--- config.mk ---
export PLATFORM = sky130hd
export DESIGN_NAME = spike_event_encoder_flat
export DESIGN_NICKNAME = d
export VERILOG_FILES = /design/src/rtl/spike_event_encoder_if.sv /design/src/rtl/spike_event_encoder.sv /design/src/flat_wrapper.sv
export SDC_FILE = /design/constraint.sdc
export NUM_CORES = 1
export LEC_CHECK = 0
export CORE_MARGIN = 2
export CORE_UTILIZATION = 32
export DETAILED_ROUTE_END_ITERATION = 16
export MAX_ROUTING_LAYER = met4
export PLACE_DENSITY = 0.55
export SLEW_MARGIN = 25
export SYNTH_ARGS = -nofsm -noshare
export SYNTH_HDL_FRONTEND = slang
export SYNTH_SLANG_ARGS = --single-unit
--- constraint.sdc ---
create_clock -name sys_if_clk -period 5.05 [get_ports sys_if_clk]
set_input_delay 1.515 -clock sys_if_clk [delete_from_list [all_inputs] [get_ports sys_if_clk]]
set_output_delay 1.515 -clock sys_if_clk [all_outputs]
set_load 0.1 [all_outputs]
--- src/rtl/spike_event_encoder_if.sv ---
// Shared system clock and asynchronous active-low reset for the neural-network blocks.
interface system_if;
    logic clk;
    logic reset;
    modport nn (input clk, input reset);
endinterface

--- src/rtl/spike_event_encoder.sv ---
// Small first-word-fall-through FIFO; head_dat is meaningful whenever empty is low.
// Latency: a push is visible at the head one cycle later.
// Backpressure: the caller must only push while not full, or while popping in the same cycle.
module spike_event_fifo #(
    parameter int WIDTH = 8,
    parameter int DEPTH = 8
) (
    input  logic             clk,
    input  logic             rst_n,
    input  logic             push_vld,
    input  logic [WIDTH-1:0] push_dat,
    input  logic             pop_rdy,
    output logic [WIDTH-1:0] head_dat,
    output logic             full,
    output logic             empty
);
    localparam int PW = $clog2(DEPTH);

    logic [WIDTH-1:0] mem [DEPTH];
    logic [PW-1:0]    wr_ptr;
    logic [PW-1:0]    rd_ptr;
    logic [PW:0]      count;

    always_ff @(posedge clk or negedge rst_n) begin
        if (!rst_n) begin
            wr_ptr <= '0;
            rd_ptr <= '0;
            count  <= '0;
        end else begin
            if (push_vld) wr_ptr <= wr_ptr + 1'b1;
            if (pop_rdy)  rd_ptr <= rd_ptr + 1'b1;
            if (push_vld && !pop_rdy)      count <= count + 1'b1;
            else if (!push_vld && pop_rdy) count <= count - 1'b1;
        end
    end

    always_ff @(posedge clk) begin
        if (push_vld) mem[wr_ptr] <= push_dat;
    end

    assign head_dat = mem[rd_ptr];
    assign full     = (count == (PW+1)'(DEPTH));
    assign empty    = (count == '0);
endmodule

// Turns per-column spike edges into (address, timestamp) events via round-robin arbitration.
// Latency: pending at the detecting edge, event visible after the following edge.
// Backpressure: full FIFO stalls grants; spikes colliding with a held pending bit are counted as drops.
module spike_event_encoder #(
    parameter  int NUM_COLS   = 1,
    parameter  int FIFO_DEPTH = 8,
    parameter  int TS_WIDTH   = 16,
    localparam int AW         = (NUM_COLS > 1) ? $clog2(NUM_COLS) : 1
) (
    system_if.nn                sys_if,
    input  logic                spike_input [NUM_COLS],
    output logic                event_valid,
    input  logic                event_ready,
    output logic [AW-1:0]       event_address,
    output logic [TS_WIDTH-1:0] event_timestamp,
    input  logic                drop_clear,
    output logic [15:0]         drop_count,
    output logic                overflow
);
    typedef struct packed {
        logic [AW-1:0]       addr;
        logic [TS_WIDTH-1:0] ts;
    } event_t;

    logic [NUM_COLS-1:0] prev;
    logic [NUM_COLS-1:0] pending;
    logic [NUM_COLS-1:0] rise;
    logic [NUM_COLS-1:0] grant_oh;
    logic [TS_WIDTH-1:0] ts_cnt;
    logic [TS_WIDTH-1:0] ts_cap [NUM_COLS];
    logic [AW-1:0]       rr_ptr;
    logic [AW-1:0]       grant_col;
    logic [AW-1:0]       cand;
    logic                grant_vld;
    logic                fifo_full;
    logic                fifo_empty;
    logic                pop;
    logic [31:0]         n_drop;
    logic [31:0]         drop_sum;
    event_t              push_ev;
    event_t              head;

    assign event_valid = !fifo_empty;
    assign pop         = event_valid && event_ready;

    always_comb begin
        rise = '0;
        for (int c = 0; c < NUM_COLS; c++) rise[c] = spike_input[c] & ~prev[c];
    end

    // A full FIFO can still accept a grant when its head leaves on the same edge.
    always_comb begin
        grant_vld = 1'b0;
        grant_col = '0;
        grant_oh  = '0;
        cand      = '0;
        if (!fifo_full || pop) begin
            for (int k = 0; k < NUM_COLS; k++) begin
                cand = AW'((int'(rr_ptr) + k) % NUM_COLS);
                if (!grant_vld && pending[cand]) begin
                    grant_vld      = 1'b1;
                    grant_col      = cand;
                    grant_oh[cand] = 1'b1;
                end
            end
        end
    end

    always_comb begin
        n_drop = '0;
        for (int c = 0; c < NUM_COLS; c++) begin
            if (rise[c] && pending[c] && !grant_oh[c]) n_drop = n_drop + 32'd1;
        end
        drop_sum = {16'd0, drop_count} + n_drop;
    end

    always_ff @(posedge sys_if.clk or negedge sys_if.reset) begin
        if (!sys_if.reset) begin
            prev       <= '0;
            pending    <= '0;
            rr_ptr     <= '0;
            ts_cnt     <= '0;
            drop_count <= '0;
            overflow   <= 1'b0;
            for (int c = 0; c < NUM_COLS; c++) ts_cap[c] <= '0;
        end else begin
            ts_cnt <= ts_cnt + 1'b1;
            // A spike arriving as its column is granted simply re-arms the slot.
            for (int c = 0; c < NUM_COLS; c++) begin
                prev[c] <= spike_input[c];
                if (rise[c] && (!pending[c] || grant_oh[c])) begin
                    pending[c] <= 1'b1;
                    ts_cap[c]  <= ts_cnt;
                end else if (grant_oh[c]) begin
                    pending[c] <= 1'b0;
                end
            end
            if (grant_vld) rr_ptr <= (int'(grant_col) == NUM_COLS - 1) ? '0 : grant_col + 1'b1;
            if (drop_clear) begin
                drop_count <= '0;
                overflow   <= 1'b0;
            end else if (n_drop != 32'd0) begin
                drop_count <= (drop_sum > 32'h0000_FFFF) ? 16'hFFFF : drop_sum[15:0];
                overflow   <= 1'b1;
            end
        end
    end

    assign push_ev.addr = grant_col;
    assign push_ev.ts   = ts_cap[grant_col];

    spike_event_fifo #(
        .WIDTH ($bits(event_t)),
        .DEPTH (FIFO_DEPTH)
    ) u_fifo (
        .clk      (sys_if.clk),
        .rst_n    (sys_if.reset),
        .push_vld (grant_vld),
        .push_dat (push_ev),
        .pop_rdy  (pop),
        .head_dat (head),
        .full     (fifo_full),
        .empty    (fifo_empty)
    );

    assign event_address   = event_valid ? head.addr : '0;
    assign event_timestamp = event_valid ? head.ts   : '0;
endmodule

--- src/flat_wrapper.sv ---
// flat-port wrapper written by rule: the top's interface ports become plain ports
module spike_event_encoder_flat 
#(
    parameter  int NUM_COLS   = 1,
    parameter  int FIFO_DEPTH = 8,
    parameter  int TS_WIDTH   = 16,
    localparam int AW         = (NUM_COLS > 1) ? $clog2(NUM_COLS) : 1
)
  (spike_input, event_valid, event_ready, event_address, event_timestamp, drop_clear, drop_count, overflow, sys_if_clk, sys_if_reset);
  system_if sys_if_i ();
  input  logic spike_input[NUM_COLS];
  output logic event_valid;
  input  logic event_ready;
  output logic [AW-1:0] event_address;
  output logic [TS_WIDTH-1:0] event_timestamp;
  input  logic drop_clear;
  output logic [15:0] drop_count;
  output logic overflow;
  input wire logic [$bits(sys_if_i.clk)-1:0] sys_if_clk;
  input wire logic [$bits(sys_if_i.reset)-1:0] sys_if_reset;
  assign sys_if_i.clk = sys_if_clk;
  assign sys_if_i.reset = sys_if_reset;
  spike_event_encoder #(.NUM_COLS(NUM_COLS), .FIFO_DEPTH(FIFO_DEPTH), .TS_WIDTH(TS_WIDTH)) u_core (.sys_if(sys_if_i), .spike_input(spike_input), .event_valid(event_valid), .event_ready(event_ready), .event_address(event_address), .event_timestamp(event_timestamp), .drop_clear(drop_clear), .drop_count(drop_count), .overflow(overflow));
endmodule
==> metrics.md <==
| Metric | Value |
|---|---|
| Status | complete, no violations |
| Final net count | 521 |
| Xor and xnor area share after synthesis | 2.276% |
| Synth async-reset ratio | 32.28% |
| Critical Path Max Stage Delay | 0.98 ns |
| Total Power | 0.005053 W |
| Compound-gate portion of the synthesized area | 3.592% |
| Share of cells above drive strength 1 | 23.85% |
| Post-DR vias/cell | 4.868 |
| Yosys cell types | 47 |
| Tmin final | 4.121 ns |
| FF+latch count, synth | 189 |
| Top layer in use | met4 |
| RSZ-0062 raised after global routing | false |
| Worst Path Required | 3.54 ns |
| CTS buffer count | 17 |
| Critical Path End Type | primary output |
| Clk slew on worst S/H paths | 0.07 ns |
| First-pass GRT wire length | 24090 microns |
| Wl on met1 | 6775 microns |
| Power density over the cells | 557.2 mW/mm^2 |
| Simple-gate share of the synthesized area | 7.201% |
| Mux contribution to synthesized area | 14.35% |
| Highest Clock Rate | 0.2427 GHz |
| Worst vdd ir | 0.0003545 V |
| Crit path cell chain | nor4_4 -> buf_4 -> inv_1 -> clkdlybuf4s50_1 |
| CORE AREA | 0.02354 sq mm |
| Setup violators final | 0 |
| CTS tree | done |
| CTS Sinks | 189 |
| Fin util | 38.52% |
| Leakage | 3.353 nW |
| Number of gates resized after CTS | 0 |
| Adder-cell share of the synthesized area | 1.560% |
| Max Fanout on Critical Path | 17 |
| Vias | 4084 |
| Row count | 56 |
| Largest family of logic cells by synthesized area | multiplexers |
| Max_cap viols | 0 |
| Sw power | 0.002014 W |
| Slew margin rel. | 33.21% |
| Final hold viol count | 0 |
| Vias in the first global route | 4383 |
| Period utilisation layout | 81.61% |
| Most used DFF post-synth | edfxtp_1 |
| Critical-path top delay cell | clkdlybuf4s50_1 |
| Placer Congestion | 0.8021 |
| P&R area growth vs syn | 17.80% |
| Final Max Tran Viols | 0 |
| Mapped Avg Cell Area | 16.99 sq um |
| Clock Path Buffers | 2 |
| Worst-Margin Slew | 0.9987 ns |
| First DRT Iteration DRCs | 164 |
| Port Buf Inserts | 38 |
| Routed WL per cell | 17.45 microns |
| # DRC | 0 |
| Pre-antenna DRT Iters | 6 |
| P_int | 0.003039 W |
| WL met2 | 7213 microns |
| Die Y | 159.1 microns |
| GRT Overall Usage | 12.70% |
| Worst slack at placement | 0.7496 ns |
| Sequential power share | 39.0% |
| Hold WC Path Type | reg -> reg |
| CTS Hold Bufs | 0 |
| Final wirelength | 14640 microns |
| Pin count of the biggest net entering global routing | 47 |
| Synthesized cell area | 0.007697 sq mm |
| # IOs | 40 |
| Clk pwr share | 25.8% |
| Clk_lat worst skew | 0.43 ns |
| Routed Antenna Nets | 0 |
| Post CTS Setup Buffer Count | 0 |
| Antenna cells | 0 |
| Initial antenna violation count | 0 |
| Warnings, synthesis | 0 |
| Cells after Synth | 453 |
| # fillers | 2190 |
| Combinational share of power | 35.2% |
| Setup TNS | 0 ns |
| DIE WIDTH | 159.1 microns |
| Mapped Nets | 467 |
| Met3 routed WL | 467 microns |
| Switching fraction of total power | 39.86% |
| Die area | 0.02531 sq mm |
| Setup slack after layout | 0.9289 ns |
| CTS H-tree lvls | 4 |
| Register area share after synthesis | 69.77% |
| Clock skew | 0.008562 ns |
| Final global-route overflow total | 0 |
| Final HPWL DP | 9191 microns |
| EDFF count, synth | 128 |
| WS Path Type | reg -> out |
| Initial core utilization | 32.70% |
| Crit path DAT | 2.61 ns |
| Worst Setup Start Kind | flop |
| Root buffer cell | clkbuf_16 |
## critical path, delay by kind of cell, from the launching register on
family                 cells  cell delay [ns]
DFF                        1             0.51
and+or+nand+nor            1             0.30
buffers and inverters      3             1.38
## cell type report
class | instances | area (sq um) | share of cell area [%]
clock buffer | 17 | 425.4 | 4.692
clock inverter | 15 | 155.1 | 1.711
inverter | 5 | 18.77 | 0.2070
multi-input combinational | 242 | 2253 | 24.85
sequential | 189 | 5373 | 59.25
tap | 319 | 399.1 | 4.402
timing repair buffer | 52 | 442.9 | 4.885
## layer usage
layer	global-route usage (%)	vias to the layer above
met5	-	-
met2	20.43	74
met4	4.256	0
li1	-	1881
met1	15.84	2114
met3	3.074	15
## final timing paths
| kind | cells after the start | to | start | slack, ns |
|---|---|---|---|---|
| max | 4 | event_valid | u_core.u_fifo.count[0] | 0.93 |
| min | 1 | u_core.ts_cnt[15] | u_core.ts_cnt[15] | 0.48 |
| max reg2reg | 10 | u_core.u_fifo.count[3] | u_core.u_fifo.count[0] | 2.12 |
| min reg2reg | 1 | u_core.ts_cnt[15] | u_core.ts_cnt[15] | 0.48 |
| max in group asynchronous | 2 | u_core.u_fifo.rd_ptr[0] | sys_if_reset | 3.28 |
| min in group asynchronous | 1 | u_core.drop_count[10] | sys_if_reset | 1.08 |
## layout by cell type (no fill, tap or decap), types with 13 or more instances in the layout
cell type / synthesis / layout
clkdlybuf4s50_1: 0 / 21
mux4_2: 32 / 32
nand2_1: 14 / 14
xnor2_1: 13 / 13
dfrtp_1: 61 / 59
nor2_1: 36 / 36
mux2_2: 19 / 19
nand3_1: 15 / 15
buf_4: 1 / 31
edfxtp_1: 128 / 128
mux2i_1: 17 / 17
clkbuf_16: 0 / 17
## stage by stage
step	hold slack (ns)	instances	cell area, sq um
final	0.4819	839	9067
after CTS	0.4743	839	9067
after global placement	0.4622	807	8484
after detailed placement	0.4652	807	8487
after global routing	0.5266	839	9067
after floorplan	0.4416	453	7697
## cells by family after synthesis
group / Yosys count
AO/OA/AOI/OAI: 40
XOR/XNOR: 20
adder cells (fa/ha/maj): 9
buffers and inverters: 22
flip-flops: 189
multiplexers: 68
other: 1
AND/OR/NAND/NOR: 104
## power groups by stage
stage	registers (W)	logic, W	clock network (W)
finish	0.00197	0.00178	0.00130
detailed placement	0.00202	0.00181	0
floorplan	0.00187	0.00152	0
global placement	0.00200	0.00180	0
global route	0.00200	0.00188	0.00140
CTS	0.00198	0.00181	0.00134
## registers in the layout, indices dropped and copies added (netlist names)
signal and cells:
u_core.drop_count 16, u_core.u_fifo.wr_ptr 3, u_core.pending 1, u_core.u_fifo.count 4
u_core.u_fifo.rd_ptr 3, u_core.overflow 1, u_core.ts_cnt 16, u_core.prev 1
u_core.ts_cap 16, u_core.u_fifo.mem 128
## synthesized netlist by cell type (2+ instances only)
cell / n / share of area [%]
a21oi_1: 9 / 0.59
and3_1: 3 / 0.24
dfrtp_1: 61 / 20
nand2b_1: 3 / 0.24
xnor2_1: 13 / 1.5
mux2i_1: 17 / 2.2
mux4_2: 32 / 9.4
clkbuf_1: 9 / 0.44
and2_1: 3 / 0.24
edfxtp_1: 128 / 50
nand4_1: 5 / 0.41
ha_1: 8 / 1.3
nand2_1: 14 / 0.68
xor2_1: 7 / 0.80
inv_1: 5 / 0.24
buf_1: 2 / 0.098
nand3_1: 15 / 0.98
a311oi_1: 3 / 0.34
a211oi_1: 9 / 0.88
buf_2: 5 / 0.33
o21ai_0: 5 / 0.33
mux2_2: 19 / 2.8
nor4_4: 2 / 0.55
nor2_1: 36 / 1.8
a41oi_1: 4 / 0.46
a31oi_1: 3 / 0.24
nor3_1: 13 / 0.85
Power figures use the tool's default switching activity.
